## src/rtl/int2float_pkg.sv

```systemverilog
// rtl/int2float_pkg.sv - shared sizing and configuration helpers for the int->mini-float converter
// Purpose: width helpers used by int2float_pipe and int2float_lzc.
//   out_w        : packed output width {sign?, exp, man}
//   lzc_w        : width of a leading-zero count able to represent 0..w
//   exp_range_ok : exponent field can encode every leading-one position of the input
package int2float_pkg;

  function automatic int out_w(input int signed_mode, input int exp_w, input int man_w);
    return ((signed_mode != 0) ? 1 : 0) + exp_w + man_w;
  endfunction

  function automatic int lzc_w(input int w);
    return $clog2(w + 1);
  endfunction

  function automatic bit exp_range_ok(input int in_w, input int exp_w, input int man_w);
    return (in_w >= man_w + 1) && (((2 ** exp_w) - 1) >= (in_w - man_w));
  endfunction

endpackage

```

## src/rtl/int2float_lzc.sv

```systemverilog
// rtl/int2float_lzc.sv - combinational leading-zero counter with all-zero flag
// Ports:
//   data  in  W   operand
//   count out CW  number of leading zeros (W when data is zero)
//   zero  out 1   data is all zeros
module int2float_lzc
  import int2float_pkg::*;
#(
  parameter int W  = 11,
  parameter int CW = lzc_w(W)
) (
  input  logic [W-1:0]  data,
  output logic [CW-1:0] count,
  output logic          zero
);

  // Scan upward so the highest set bit writes last and wins.
  always_comb begin
    count = CW'(W);
    for (int i = 0; i < W; i++) begin
      if (data[i]) count = CW'(W - 1 - i);
    end
  end

  assign zero = ~|data;

endmodule

```

## src/rtl/int2float_pipe.sv

```systemverilog
// rtl/int2float_pipe.sv - 3-stage integer to mini-float converter with valid/ready handshake
// Build option: INT2FLOAT_ROUND_NEAREST_EN selects round-to-nearest-even with saturation;
//   when undefined the mantissa is truncated toward zero.
// Ports:
//   clk, rst             clock (rising edge), asynchronous active-high reset
//   in_valid / in_ready  input handshake, in_data IN_W-bit integer
//   out_valid / out_ready output handshake
//   out_data             {sign (SIGNED only), exp[EXP_W], man[MAN_W]}
//   out_inexact          nonzero bits were discarded, qualified by out_valid
module int2float_pipe
  import int2float_pkg::*;
#(
  parameter int IN_W   = 11,
  parameter int EXP_W  = 3,
  parameter int MAN_W  = 4,
  parameter int SIGNED = 0
) (
  input  logic                                 clk,
  input  logic                                 rst,
  input  logic                                 in_valid,
  output logic                                 in_ready,
  input  logic [IN_W-1:0]                      in_data,
  output logic                                 out_valid,
  input  logic                                 out_ready,
  output logic [out_w(SIGNED,EXP_W,MAN_W)-1:0] out_data,
  output logic                                 out_inexact
);

  localparam int OUT_W = out_w(SIGNED, EXP_W, MAN_W);
  localparam int LZW   = lzc_w(IN_W);
  localparam int DW    = IN_W - MAN_W + 1;   // discarded bits plus two zero pad bits
`ifdef INT2FLOAT_ROUND_NEAREST_EN
  localparam int EN_W  = EXP_W + 1;          // room for the rounding carry
  localparam int EMAX  = (2 ** EXP_W) - 1;
`else
  localparam int EN_W  = EXP_W;
`endif

  if (!exp_range_ok(IN_W, EXP_W, MAN_W)) begin : g_cfg_err
    $error("int2float_pipe: EXP_W cannot encode every leading-one position of IN_W");
  end

  typedef struct packed {
    logic            valid;
    logic            sign;
    logic [IN_W-1:0] mag;
  } s1_t;

  typedef struct packed {
    logic            valid;
    logic            sign;
    logic            zero;
    logic [LZW-1:0]  lzc;
    logic [IN_W-1:0] norm;   // magnitude shifted so the leading one sits at the MSB
  } s2_t;

  s1_t s1, s1_nxt;
  s2_t s2, s2_nxt;

  logic rdy1, rdy2, rdy3;

  assign rdy3     = !out_valid | out_ready;
  assign rdy2     = !s2.valid | rdy3;
  assign rdy1     = !s1.valid | rdy2;
  assign in_ready = rdy1;

  // S1: sign/magnitude. The most negative input maps to 2**(IN_W-1), which still fits unsigned.
  logic neg;
  assign neg = (SIGNED != 0) && in_data[IN_W-1];

  always_comb begin
    s1_nxt.valid = in_valid;
    s1_nxt.sign  = neg;
    s1_nxt.mag   = neg ? -in_data : in_data;
  end

  // S2: leading-zero count and normalise.
  logic [LZW-1:0] lzc_c;
  logic           zero_c;

  int2float_lzc #(.W(IN_W), .CW(LZW)) u_lzc (
    .data  (s1.mag),
    .count (lzc_c),
    .zero  (zero_c)
  );

  always_comb begin
    s2_nxt.valid = s1.valid;
    s2_nxt.sign  = s1.sign;
    s2_nxt.zero  = zero_c;
    s2_nxt.lzc   = lzc_c;
    s2_nxt.norm  = s1.mag << lzc_c;
  end

  // S3: round and pack.
  logic [MAN_W-1:0] man_t;
  logic [DW-1:0]    disc;
  logic [EN_W-1:0]  exp_n;
  logic [EXP_W-1:0] exp_o;
  logic [MAN_W-1:0] man_o;
  logic             inex;
  logic [OUT_W-1:0] pack_c;
`ifdef INT2FLOAT_ROUND_NEAREST_EN
  logic             guard, sticky, rnd;
  logic [MAN_W:0]   man_sum;
  logic [EN_W-1:0]  exp_r;
`endif

  always_comb begin
    man_t = MAN_W'(s2.norm >> (IN_W - 1 - MAN_W));
    disc  = DW'({s2.norm, 2'b00});
    exp_n = EN_W'(IN_W - MAN_W) - EN_W'(s2.lzc);
`ifdef INT2FLOAT_ROUND_NEAREST_EN
    guard   = disc[DW-1];
    sticky  = |disc[DW-2:0];
    rnd     = guard & (sticky | man_t[0]);
    man_sum = {1'b0, man_t} + (MAN_W+1)'(rnd);
    exp_r   = exp_n + EN_W'(man_sum[MAN_W]);
`endif
    exp_o = '0;
    man_o = '0;
    inex  = 1'b0;
    if (s2.zero) begin
      exp_o = '0;
    end else if (s2.lzc > LZW'(IN_W - 1 - MAN_W)) begin
      // Leading one below MAN_W: stored as an exact subnormal.
      man_o = MAN_W'(s2.norm >> s2.lzc);
    end else begin
`ifdef INT2FLOAT_ROUND_NEAREST_EN
      if (exp_r > EN_W'(EMAX)) begin
        exp_o = '1;
        man_o = '1;
        inex  = 1'b1;
      end else begin
        exp_o = exp_r[EXP_W-1:0];
        man_o = man_sum[MAN_W-1:0];
        inex  = guard | sticky;
      end
`else
      exp_o = exp_n;
      man_o = man_t;
      inex  = |disc;
`endif
    end
    // Unsigned builds drop the (always zero) sign bit here.
    pack_c = OUT_W'({s2.sign, exp_o, man_o});
  end

  always_ff @(posedge clk or posedge rst) begin
    if (rst) begin
      s1          <= '0;
      s2          <= '0;
      out_valid   <= 1'b0;
      out_data    <= '0;
      out_inexact <= 1'b0;
    end else begin
      if (rdy1) s1 <= s1_nxt;
      if (rdy2) s2 <= s2_nxt;
      if (rdy3) begin
        out_valid <= s2.valid;
        if (s2.valid) begin
          out_data    <= pack_c;
          out_inexact <= inex;
        end
      end
    end
  end

endmodule
```

## config.mk

```make
export PLATFORM = sky130hd
export DESIGN_NAME = int2float_pipe
export DESIGN_NICKNAME = d
export VERILOG_FILES = /design/src/rtl/int2float_pkg.sv /design/src/rtl/int2float_lzc.sv /design/src/rtl/int2float_pipe.sv
export SDC_FILE = /design/constraint.sdc
export NUM_CORES = 1
export LEC_CHECK = 0
export ABC_AREA = 1
export CAP_MARGIN = 5
export CORE_AREA = 2 2 80 82
export DETAILED_ROUTE_END_ITERATION = 8
export DIE_AREA = 0 0 82 84
export DONT_BUFFER_PORTS = 1
export SYNTH_ARGS = -nofsm -noshare
export SYNTH_HDL_FRONTEND = slang
export SYNTH_SLANG_ARGS = --single-unit
```

## constraint.sdc

```tcl
create_clock -name clk -period 2.6 [get_ports clk]
set_clock_uncertainty 0.05 [all_clocks]
set_input_delay 0.65 -clock clk [delete_from_list [all_inputs] [get_ports clk]]
set_output_delay 0.65 -clock clk [all_outputs]
set_load 0.03 [all_outputs]
```

Word level (Yosys, flattened, before mapping)

Index checks and enable logic that the tools add are counted.

Output and inout port bits: 10
Bits of input ports: 15
Register bits after elaboration: 38
Logic and storage cells: 40

Bitwise operators: 3
Reductions and logical operators: 7
Multiplexer cells: 17
Add/subtract/negate cells: 1
Shift operators: 2
$lt $le $gt $ge: 1

Operators with widths:

| kind                  | count |
|---|---|
| $mux W4               | 10 |
| $reduce_or A11 Y1     | 1 |
| $shl A11 B4 Y11       | 1 |
| $shr A11 B4 Y4        | 1 |
| $mux W3               | 2 |
| $reduce_or A6 Y1      | 1 |
| $gt A4 B3 Y1 const B  | 1 |
| $logic_not A1 Y1      | 4 |
| $mux W2               | 2 |
| $mux W1               | 3 |
| $or A1 B1 Y1          | 3 |
| $sub A3 B3 Y3 const A | 1 |
| $reduce_and A2 Y1     | 1 |

Longest topological paths before layout

Depth after elaboration: 12
Gate-level depth with buffers: 17
Depth with buffers taken out: 17

Modules after synthesis

Synthesis repeated with hierarchy kept, for this count alone.

Cells, all modules: 298
Area total of the unflattened synthesis: 2,194.6 um^2

By module, submodules not included:

| module         | seq. area each (um^2) | cells an instance | instances | area each (um^2) |
|---|---|---|---|---|
| int2float_pipe | 950.9                 | 268               | 1         | 2,054.5 |
| int2float_lzc  | 0.0                   | 30                | 1         | 140.1 |

Worst setup path before layout

Ideal clock, no wire load.

Path kind: in2out
Start point: input out_ready
End point: output in_ready
Stages: 5
Required time: 1.900 ns
Setup slack: 0.400 ns
Path buffers: 1
Arrival time: 1.500 ns
Path through: nor2_1 -> inv_1 -> nor2_2 -> nand2_1 -> clkbuf_1

Cells in the longest elaborated chain, start to end: 3

Ends and longest elaborated chain:

| item               | line                 | RTL |
|---|---|---|
| start: declaration | int2float_pipe.sv:24 | `input logic out_ready,` |
| $or A1 B1 Y1       | int2float_pipe.sv:62 | `assign rdy3 = !out_valid \| out_ready;` |
| $or A1 B1 Y1       | int2float_pipe.sv:63 | `assign rdy2 = !s2.valid \| rdy3;` |
| $or A1 B1 Y1       | int2float_pipe.sv:64 | `assign rdy1 = !s1.valid \| rdy2;` |
| end: declaration   | int2float_pipe.sv:21 | `output logic in_ready,` |

Every way passes these cells.

Worst setup path in the final report

Start point: register out_valid
End point: output in_ready

Cells in the longest elaborated chain, start to end: 4

Ends and longest elaborated chain:

| item                     | line                  | RTL |
|---|---|---|
| start: declaration       | int2float_pipe.sv:23  | `output logic out_valid,` |
| start signal: assignment | int2float_pipe.sv:160 | `out_valid <= s2.valid;` |
| $logic_not A1 Y1         | int2float_pipe.sv:62  |  |
| $or A1 B1 Y1             | int2float_pipe.sv:62  |  |
| $or A1 B1 Y1             | int2float_pipe.sv:63  |  |
| $or A1 B1 Y1             | int2float_pipe.sv:64  |  |

Every way passes these cells.

==> metrics.txt <==
Ys Warns 0; CTS tree yes; Slew Limit Fails 0; gr usage total 14.7%; I/O Buffers 0; final setup vio count 0; DRT iter0 DRCs 94; Placed Cells 344; Core Area 6100 um^2; CTS clk-pin slew, worst paths 0.08 ns; Critical Path AT 1.44 ns; synth-to-layout area growth 9.27%; Worst-Margin Slew 0.469 ns; pin count of the biggest net entering global routing 39; slew margin rel. 68.7%; Sw Ratio 38.3%; Synth Area per Inst 7.68 um^2; post-synth cell types 37; final hold vios 0; crit share post-route 82.1%; Post CTS Setup Buffer Count 0; Die W 82 um; sequential area share after synthesis 46.0%; full die area 6890 um^2; DRT antenna net count 0; num rows 29; met1 GRT Util 19.6%; Fmax 0.468 GHz; placed cell area 2170 um^2; Storage cell area 951 um^2; filler instances 662; Mapped Nets 284; met3 usage 3.79%; Hold WC Path Type in2async; Int Power 1090 uW; Vias 1758; Net Switching 673 uW; Detailed Routing Iterations Pass 1 4; post-route setup TNS 0 ns; reg2reg path depth 10; Final Net Count 289; initial antenna violation count 0; multi-input logic area 958 um^2; post-DP HPWL 3340 um; cts hold-fix bufs 0; RSZ-0062 raised after global routing false; CP peak stage delay 0.51 ns; Yosys reg bits 38; Critical Path RT 1.90 ns; worst path cell trace inv_1, nor2_1, inv_1, nor2_2, nand2_1; H-tree lvl count 2; R2R Setup Slk 0.72 ns; min Tclk post-route 2.14 ns; CTS resizes 0; Via density 4.99; Critical Path Most Common Cell inv_1; family with the most delay on the worst path flip-flops; Peak VDD IR 0.000259 V; Worst setup EP type output port; first-pass GRT wire length 7800 um; Routed WL 4440 um; Die H 84 um; Non-Filler Instances 352; Worst Path Max Fanout 2; io pins 25; share of post-route cells with drive strength above 1 13.8%; DRC viols 0; Worst R2R Start out_valid$_DFFE_PP0N_; Startpoint Class register; Ant. Diodes 0; cells after synthesis 269; GRT overflow 0; P_leak 0.00112 uW; WL/cell 12.6 um; Buf/Inv on CP 2; Sink Count 38; clock power share 23.9%; register share of total power 50.4%; Crit Path Class reg2out; worst reg2reg endpoint man_t[3]$_DFFE_PP0P_; Starting Density 33.9%; RePlAce Congestion 0.818; Synth Cell Area 2070 um^2; GR peak layer met2; power share of the combinational group 25.7%; Root Driver clkbuf_8; max_cap viols 0; status finished, final reports clean; routing usage on met2 22.5%; Longest Clk Path Bufs 2; post-route cell area 2260 um^2; Num CTS Buffers 5; PwrDens 779 nW/um^2; clk_lat worst skew 0.29 ns; vias in the first global route 1683; critical path's slowest cell dfrtp_1
-- worst reg2reg max path: stages (launching register included) --
cell and delay [ns]:
dfrtp_1 0.51, inv_1 0.07, nor2_1 0.12, inv_1 0.07
nor2_2 0.10, buf_4 0.21, inv_1 0.22, nand2_1 0.21
inv_1 0.07, nand2_1 0.06, nand3_1 0.07
-- sequential cells by signal, summed over array words and instances (netlist names) --
register	count
out_data	7
s2	7
out_inexact	1
s1	12
out_valid	1
man_t	4
disc	6
-- routing by layer --
layer | share of wire, % | wire length [um]
met4 | 1.6 | 70
met5 | 0 | 0
met3 | 4.9 | 219
met2 | 48 | 2110
met1 | 46 | 2040
-- worst max-delay path by stage --
| stage | start | end | cells after the start |
|---|---|---|---|
| 2_1_floorplan | out_ready | in_ready | 5 |
| 3_3_place_gp | out_ready | man_t[3]$_DFFE_PP0P_ | 9 |
| 3_5_place_dp | out_ready | man_t[3]$_DFFE_PP0P_ | 9 |
| 4_1_cts | out_valid$_DFFE_PP0N_ | in_ready | 5 |
| 5_1_grt | out_valid$_DFFE_PP0N_ | in_ready | 5 |
| 6_report | out_valid$_DFFE_PP0N_ | in_ready | 5 |
-- stage by stage --
stage	hold WS (ns)	power, uW	setup WS (ns)	util (%)
6_report	0.300	1760	0.465	37.0
5_1_grt	0.336	1890	0.299	37.0
4_1_cts	0.324	1780	0.440	37.0
3_5_place_dp	0.406	1350	0.634	35.5
3_3_place_gp	0.405	1350	0.676	35.5
2_1_floorplan	0.390	1240	0.400	-
-- power groups by stage --
stage	sequential, uW	clock, uW	combinational [uW]
after CTS	888	431	457
after global placement	897	0	452
final	886	421	452
after detailed placement	899	0	454
after global routing	906	457	526
after floorplan	865	0	377
-- cell families after synthesis --
family,share of synthesized area [%]
AOI/OAI and AO/OA,13.1
buffers and inverters,7.57
muxes,0.485
DFF,46.0
and+or+nand+nor,32.8
-- cell usage in the layout (no fill, tap or decap), drive strengths merged, types with 3 or more instances in the layout --
| master | netlist | final |
|---|---|---|
| a21oi | 5 | 5 |
| buf | 0 | 3 |
| clkbuf | 5 | 7 |
| dfrtp | 38 | 38 |
| inv | 35 | 35 |
| nand2 | 81 | 81 |
| nand3 | 32 | 32 |
| nand4 | 3 | 3 |
| nor2 | 22 | 22 |
| o21ai | 25 | 25 |
-- area by class of cell --
class                      count  share of cell area (%)
tap                           77                    4.27
multi-input combinational    190                    42.5
inverter                      36                    6.10
timing repair buffer           3                   0.998
clock inverter                 1                   0.222
sequential                    38                    42.1
clock buffer                   7                    3.82
-- cells in the mapped netlist (all sizes together) --
cell type  number  area (um^2)
a22o            1         8.76
nor2           22          103
nand4           3         18.8
mux2i           1         10.0
and2            2         15.0
o41ai           2         17.5
inv            35          134
nand2          81          335
clkinv          1         3.75
nor4            1         6.26
o31ai           2         15.0
o21ai          25          129
a22oi           1         7.51
nor3            2         21.3
a32o            1         10.0
o21bai          1         7.51
o211ai          2         15.0
dfrtp          38          951
clkbuf          5         18.8
a21oi           5         36.3
or2             2         12.5
a31oi           2         12.5
o22ai           2         12.5
nand3          32          165
Power figures use the tool's default switching activity.
